### src/rtl/cdc_fifo_pkg.sv
// Shared definitions for the CDC FIFO write side: arbiter state encoding
// and default FIFO geometry.
package cdc_fifo_pkg;

    typedef enum logic {
        IDLE = 1'b0,
        LOCK = 1'b1
    } arb_state_e;

    localparam int DATA_W_DEFAULT = 8;
    localparam int FIFO_DEPTH     = 16;

endpackage

### src/rtl/rr_pick.sv
// Round-robin picker: first valid requester strictly after the last grant,
// wrapping modulo N_REQ.
module rr_pick
    import cdc_fifo_pkg::*;
#(
    parameter int N_REQ = 4,
    parameter int IDX_W = $clog2(N_REQ)
) (
    input  logic [N_REQ-1:0] valid_i,
    input  logic [IDX_W-1:0] last_i,
    output logic [IDX_W-1:0] idx_o,
    output logic             found_o
);

    always_comb begin
        // NOTE: every output gets a default first so no path leaves it unassigned (no latch).
        idx_o   = '0;
        found_o = 1'b0;
        // Scan last+1 .. last+N_REQ; the grant holder itself is checked last.
        for (int k = 1; k <= N_REQ; k++) begin
            if (!found_o && valid_i[(int'(last_i) + k) % N_REQ]) begin
                idx_o   = IDX_W'((int'(last_i) + k) % N_REQ);
                found_o = 1'b1;
            end
        end
    end

endmodule

### src/rtl/cdc_fifo_write_arbiter.sv
// Write-side scheduler for the CDC FIFO: round-robin, packet-locked sharing of
// the FIFO write port, with writes paced to tolerate the lagging full flag.
module cdc_fifo_write_arbiter
    import cdc_fifo_pkg::*;
#(
    parameter int N_REQ    = 4,
    parameter int DATA_W   = DATA_W_DEFAULT,
    parameter int FULL_LAG = 2,
    parameter int MAX_PKT  = 16,
    parameter int ID_W     = $clog2(N_REQ),
    parameter int CNT_W    = $clog2(MAX_PKT + 1)
) (
    input  logic                    write_clk,
    input  logic                    write_rst,
    input  logic [N_REQ-1:0]        req_valid,
    input  logic [N_REQ*DATA_W-1:0] req_data,
    input  logic [N_REQ-1:0]        req_last,
    output logic [N_REQ-1:0]        req_ready,
    input  logic                    fifo_full,
    output logic [DATA_W-1:0]       fifo_write_data,
    output logic                    fifo_write_enable,
    output logic [ID_W-1:0]         grant_id,
    output logic                    busy,
    output logic                    pkt_overrun
);

    arb_state_e        state_q;
    logic [ID_W-1:0]   grant_q;
    logic              wr_en_q;
    logic [DATA_W-1:0] wr_data_q;
    logic              overrun_q;
    logic [CNT_W-1:0]  beat_cnt_q;
    logic [CNT_W-1:0]  beat_cnt_d;
    logic [FULL_LAG:0] hist_q;
    logic [FULL_LAG:0] hist_d;

    logic [ID_W-1:0]   pick_idx;
    logic              pick_found;
    logic              can_write;
    logic              accept;
    logic [DATA_W-1:0] owner_data;

    rr_pick #(
        .N_REQ (N_REQ),
        .IDX_W (ID_W)
    ) u_rr_pick (
        .valid_i (req_valid),
        .last_i  (grant_q),
        .idx_o   (pick_idx),
        .found_o (pick_found)
    );

    // No accept until every earlier write has had time to show up in fifo_full.
    assign can_write  = !fifo_full && (hist_q == '0);
    assign accept     = (state_q == LOCK) && req_valid[grant_q] && can_write;
    assign owner_data = req_data[grant_q*DATA_W +: DATA_W];
    assign beat_cnt_d = beat_cnt_q + 1'b1;
    assign hist_d     = {hist_q[FULL_LAG-1:0], accept};

    always_comb begin
        req_ready = '0;
        if (state_q == LOCK) begin
            req_ready[grant_q] = can_write;
        end
    end

    always_ff @(posedge write_clk) begin
        // NOTE: state registers use non-blocking assignments so every flop samples pre-edge values.
        if (write_rst) begin
            state_q    <= IDLE;
            grant_q    <= ID_W'(N_REQ - 1);
            wr_en_q    <= 1'b0;
            wr_data_q  <= '0;
            overrun_q  <= 1'b0;
            beat_cnt_q <= '0;
            hist_q     <= '0;
        end else begin
            hist_q  <= hist_d;
            wr_en_q <= accept;
            if (accept) begin
                wr_data_q <= owner_data;
            end
            case (state_q)
                IDLE: begin
                    if (pick_found) begin
                        grant_q    <= pick_idx;
                        beat_cnt_q <= '0;
                        state_q    <= LOCK;
                    end
                end
                LOCK: begin
                    if (accept) begin
                        beat_cnt_q <= beat_cnt_d;
                        if (req_last[grant_q]) begin
                            state_q <= IDLE;
                        end else if (beat_cnt_d == CNT_W'(MAX_PKT)) begin
                            // Forced release; the rest of the packet competes as a new grant.
                            state_q   <= IDLE;
                            overrun_q <= 1'b1;
                        end
                    end
                end
                default: state_q <= IDLE;
            endcase
        end
    end

    assign fifo_write_enable = wr_en_q;
    assign fifo_write_data   = wr_data_q;
    assign grant_id          = grant_q;
    assign busy              = (state_q == LOCK);
    assign pkt_overrun       = overrun_q;

endmodule
### config.mk
export PLATFORM = sky130hd
export DESIGN_NAME = cdc_fifo_write_arbiter
export DESIGN_NICKNAME = d
export VERILOG_FILES = /design/src/rtl/cdc_fifo_pkg.sv /design/src/rtl/rr_pick.sv /design/src/rtl/cdc_fifo_write_arbiter.sv
export SDC_FILE = /design/constraint.sdc
export NUM_CORES = 1
export LEC_CHECK = 0
export CAP_MARGIN = 20
export CORE_MARGIN = 4
export CORE_UTILIZATION = 43
export CTS_BUF_LIST = sky130_fd_sc_hd__clkbuf_8
export DETAILED_ROUTE_END_ITERATION = 6
export GPL_ROUTABILITY_DRIVEN = 0
export PLACE_DENSITY = 0.9
export SYNTH_ARGS = -nofsm -noshare
export SYNTH_HDL_FRONTEND = slang
export SYNTH_SLANG_ARGS = --single-unit
export TNS_END_PERCENT = 30
### constraint.sdc
create_clock -name write_clk -period 2.8 [get_ports write_clk]
set_input_delay 0.28 -clock write_clk [delete_from_list [all_inputs] [get_ports write_clk]]
set_output_delay 0.28 -clock write_clk [all_outputs]
set_load 0.01 [all_outputs]
# Word-level counts from Yosys, hierarchy flattened

Cells that the tools add are included.

Register bits: 21
Input bits: 43
Logic and storage cells: 83

$add $sub $neg: 5
Magnitude comparators: 6
Equal/unequal tests: 3
Shifts and indexed selects: 1
Muxes and demuxes: 35
Bitwise gates (word level): 7
Reduce and logical (&&, ||, !) cells: 19

Operator list:

| cell                                                                     | count |
|---|---|
| 32-bit by 6-bit indexed part select with 8-bit output                    | 1 |
| 1-bit 2-to-1 mux                                                         | 19 |
| 3-bit by 4-bit < comparator with 1-bit output (second input constant)    | 4 |
| 1-bit binary-select mux with 2-bit select                                | 6 |
| 5-bit 2-to-1 mux                                                         | 2 |
| 5-bit one-hot mux with 2 select lines                                    | 1 |
| 2-bit 2-to-1 mux                                                         | 4 |
| 2-bit OR reduction                                                       | 4 |
| 1-bit logical AND                                                        | 7 |
| 5-bit by 1-bit adder with 5-bit output (second input constant)           | 1 |
| 5-bit == test (second input constant)                                    | 1 |
| 2-bit by 1-bit adder with 2-bit output (second input constant)           | 2 |
| 2-bit adder (second input constant)                                      | 2 |
| 1-bit bitwise AND (first input constant)                                 | 4 |
| 4-bit bitwise AND                                                        | 1 |
| 1-bit logical NOT                                                        | 4 |
| 4-bit 2-to-1 mux                                                         | 1 |
| 2-bit AND reduction                                                      | 2 |
| 4-bit AND reduction                                                      | 1 |
| 3-bit logical NOT                                                        | 1 |
| 2-bit by 3-bit < comparator with 1-bit output (second input constant)    | 1 |
| 1-bit demux with 2-bit select                                            | 1 |
| 2-bit by 1-bit >= comparator with 1-bit output (second input constant)   | 1 |
| 2-bit by 1-bit inequality test with 1-bit output (second input constant) | 1 |
| other kinds (3)                                                          | 4 |

# Logic depth before layout (Yosys ltp)

Word-level depth: 18
Gate-level depth with buffers: 9
Mapped depth without buffers: 7

# Cells and area by module

A second synthesis with hierarchy kept.

Cells, all modules: 110
Area total of the unflattened synthesis: 1184.9 um^2

Modules (own cells, without submodules):

| module                 | times used | cells each | area each (um^2) | seq. area each (um^2) |
|---|---|---|---|---|
| cdc_fifo_write_arbiter | 1          | 96         | 1093.5           | 400.4 |
| rr_pick                | 1          | 14         | 91.3             | 0.0 |

# Worst setup path after synthesis

No wires, ideal clock.

Path type: register to register
From: register grant_q[0] (netlist: grant_id[0])
To: register beat_cnt_q[2]
Setup time: 0.068 ns
Arrival time: 2.616 ns
Setup slack: 0.116 ns
Stages on the path, launching flop included: 10
Path buffers: 2
Cell sequence: dfxtp_1 -> buf_4 -> buf_2 -> inv_1 -> ha_1 -> mux4_2 -> nor4_4 -> a21o_2 -> o21ai_2 -> a21oi_2

Longest elaborated chain between the ends: 16
Elaborated cells between the ends (all ways): 33
Classes of those cells: 4 x add/sub; 2 x eq/ne; 18 x mux; 9 x reduce/logical

RTL lines:

| item                                                 | RTL line                     | source |
|---|---|---|
| start, declared                                      | cdc_fifo_write_arbiter.sv:28 | `logic [ID_W-1:0] grant_q;` |
| start signal, assigned                               | cdc_fifo_write_arbiter.sv:71 | `grant_q <= ID_W'(N_REQ - 1);` |
| start signal, assigned                               | cdc_fifo_write_arbiter.sv:86 | `grant_q <= pick_idx;` |
| 2-bit by 1-bit adder with 2-bit output               | rr_pick.sv:21                | `if (!found_o && valid_i[(int'(last_i) + k) % N_REQ]) begin` |
| 1-bit binary-select mux with 2-bit select            | rr_pick.sv:21                |  |
| 1-bit 2-to-1 mux (not written as such) (2 in series) | rr_pick.sv:21                |  |
| 1-bit 2-to-1 mux                                     | rr_pick.sv:21                |  |
| 1-bit logical NOT                                    | rr_pick.sv:21                |  |
| 1-bit logical AND                                    | rr_pick.sv:21                |  |
| 1-bit 2-to-1 mux                                     | rr_pick.sv:21                |  |
| 1-bit logical NOT                                    | rr_pick.sv:21                |  |
| 1-bit logical AND                                    | rr_pick.sv:21                |  |
| 1-bit 2-to-1 mux                                     | rr_pick.sv:21                |  |
| 1-bit logical NOT                                    | rr_pick.sv:21                |  |
| 1-bit logical AND                                    | rr_pick.sv:21                |  |
| 1-bit 2-to-1 mux                                     | rr_pick.sv:21                |  |
| 2-bit inequality test (no source line)               | --                           |  |
| 2-bit AND reduction (no source line) *               | --                           |  |
| end signal, assigned                                 | cdc_fifo_write_arbiter.sv:93 | `beat_cnt_q <= beat_cnt_d;` |
| end, declared                                        | cdc_fifo_write_arbiter.sv:32 | `logic [CNT_W-1:0] beat_cnt_q;` |

Every way passes the cells marked *; elsewhere a longest branch is shown, timed or not. The select of a mux whose other input is x is not followed.
A chain may end at the register's enable or synchronous reset.

# Worst setup path after layout

From: register grant_q[1] (netlist: grant_id[1])
To: register beat_cnt_q[4]

Same word-level chain as after synthesis.

==> flow_summary.toml <==
[outcome]
status = "complete, no violations"

[detailed_routing]
drtAntennaViolNets = 0
drt-initial-drc-count = 91
vias = 1304
drc = 0
vias_per_cell = 5.90
wl_per_cell_um = 17.9
wl_mm = 3.96
drtPass1Iterations = 4

[timing]
setup_violations = 0
fin_setup_tns_ns = 0
grt_setup_unrepaired = "false"
drv_slew = 0
fmax_mhz = 445
clock_skew_ns = 0.000828
fin_crit_sh = 0.803
period_minus_slack_ns = 2.25
worst_pin_slew_ns = 0.796
slew_headroom = 0.468
setup_slack_ns = 0.552
hold_violations = 0

[grt]
grt_pass1_vias = 1368
antenna_found_initial = 0
grt_max_degree = 22
grt_usage = 0.208
grt_pass1_wl_mm = 6.51
grt-ovfl-total = 0

[floorplanning]
fp.dieW_um = 63.5
core-area_sq_mm = 0.00285
io_pins = 60
die_y_um = 63.5
rows = 19
die_area_sq_mm = 0.00403
initial_core_util = 0.464

[power_and_ir_drop]
p_sw_frac = 0.365
p_comb_frac = 0.586
p_seq_frac = 0.253
clockPowerShare = 0.161
power_density_mw_per_mm2 = 705
power.internal_uw = 891
finalPower_mw = 1.40
p_sw_uw = 511
irDropWorstVdd_mv = 0.697
leakagePower_nw = 0.741

[worst_setup_path]
crit_path_end_kind = "flip-flop"
cp_max_fo = 5
startpoint_type = "flip-flop"
criticalPathCategory = "flip-flop to flip-flop"
required_ns = 2.96
critical_path_arrival_ns = 2.41

[place]
port_buffers = 59
place.detailed.hpwl_mm = 3.12
placed_cells = 217
place_ws_ns = 0.548

[layout]
multi_input_comb_area_sq_um = 856
syn2layout_area_growth_pct = 50.1
drive_above_1_share = 0.163
final_cells = 221
regArea_sq_um = 400
final_core_util = 0.697
final_cell_mix = "clkdlybuf4s50_1 (59), dfxtp_1 (20), nand2_1 (17), mux4_2 (13), a21oi_1 (12)"
antenna_cells = 0
fillers = 210
final_common_cell = "clkdlybuf4s50_1"
nets = 239

[run]
drv_cap = 0

[synth]
ys_types = 37
synth_area_sq_mm = 0.00133
synthArstFlopShare = 0
ys_seq_area_frac = 0.302
syn_avg_cell_area_sq_um = 10.0
synth-main-ff-cell = "dfxtp_1"
synth-edff-count = 0
synth-warning-count = 0
synthesis.nets = 180
synthCells = 132
synth-seq-cells = 20

[clock_tree]
cts_hold_buffers = 0
cts_buffers = 3
cts-htree-levels = 1
cts_buffer_depth = 2
cts_root_buffer = "clkbuf_8"
clk_latency_ns = 0.27
cts.sinks = 20
cts_tree = "built"
cts_resized = 0
path_clk_slew_ns = 0.07
postCtsSetupBuffers = 0

[min_path]
hold_class = "flip-flop to flip-flop"
-- Yosys cell counts, types with 2 or more instances --
cell	number	area share
a21oi_2	2	0.013
a31oi_1	2	0.0094
mux4_2	13	0.22
mux2_2	3	0.025
dfxtp_1	20	0.30
nand2_1	17	0.048
nor2_1	8	0.023
clkbuf_1	3	0.0085
nand3_1	2	0.0076
buf_2	4	0.015
nand2b_1	5	0.024
ha_1	5	0.047
a21oi_1	12	0.045
nor2b_1	3	0.014
inv_1	5	0.014
and3_1	6	0.028
nand4_1	2	0.0094
-- power groups by stage --
| stage | Clock (mW) | Combinational, mW | Sequential [mW] |
|---|---|---|---|
| floorplan | 0 | 0.541 | 0.386 |
| global placement | 0 | 0.796 | 0.358 |
| detailed placement | 0 | 0.817 | 0.361 |
| CTS | 0.226 | 0.824 | 0.355 |
| global route | 0.238 | 0.896 | 0.359 |
| finish | 0.225 | 0.821 | 0.355 |
-- metal layers --
metal | global-route usage | share of wire | vias up
met2 | 0.372 | 0.53 | 49
met4 | 0.0916 | 0.028 | 0
met1 | 0.235 | 0.40 | 637
met5 | 0 | 0 | -
met3 | 0.0444 | 0.041 | 10
li1 | - | - | 608
-- registers in the layout (all words and copies together), names as in the netlist --
register and count:
beat_cnt_q 5, fifo_write_data 8, hist_q 3, pkt_overrun 1, busy 1, grant_id 2
-- cells by family after synthesis --
kind of cell,after synthesis,synth area share
compound gates,28,0.148
xor+xnor,1,0.00661
fa+ha+maj,5,0.0472
buf+inv,14,0.0519
flops,20,0.302
mux,16,0.246
simple gates,48,0.197
-- layout make-up --
cell class | instances | share of cell area
multi-input combinational | 98 | 0.430
sequential | 20 | 0.201
timing repair buffer | 63 | 0.312
inverter | 5 | 0.00943
tap | 31 | 0.0195
clock buffer | 4 | 0.0277
-- worst max-delay path, stage by stage (launching register included) --
cell,delay (ns)
dfxtp_1,0.33
inv_1,0.09
ha_1,0.37
mux4_2,0.60
nor4_4,0.39
a21oi_2,0.10
o32ai_1,0.27
-- stage by stage --
stage | cell area, sq um | hold slack (ns)
2_1_floorplan | 1330 | 0.446
3_3_place_gp | 1930 | 0.435
3_5_place_dp | 1930 | 0.449
4_1_cts | 1990 | 0.459
5_1_grt | 1990 | 0.488
6_report | 1990 | 0.456
-- worst paths after layout --
check                                start                         end  slack, ns  depth (start not counted)
hold reg to reg   pkt_overrun$_SDFFE_PP0P_    pkt_overrun$_SDFFE_PP0P_       0.46                          2
hold / removal    pkt_overrun$_SDFFE_PP0P_    pkt_overrun$_SDFFE_PP0P_       0.46                          2
setup / recovery  grant_id[1]$_SDFFE_PP1P_  beat_cnt_q[4]$_SDFFE_PP0P_       0.55                          6
setup reg to reg  grant_id[1]$_SDFFE_PP1P_  beat_cnt_q[4]$_SDFFE_PP0P_       0.55                          6
No activity file was read; power rests on OpenSTA's default activity.
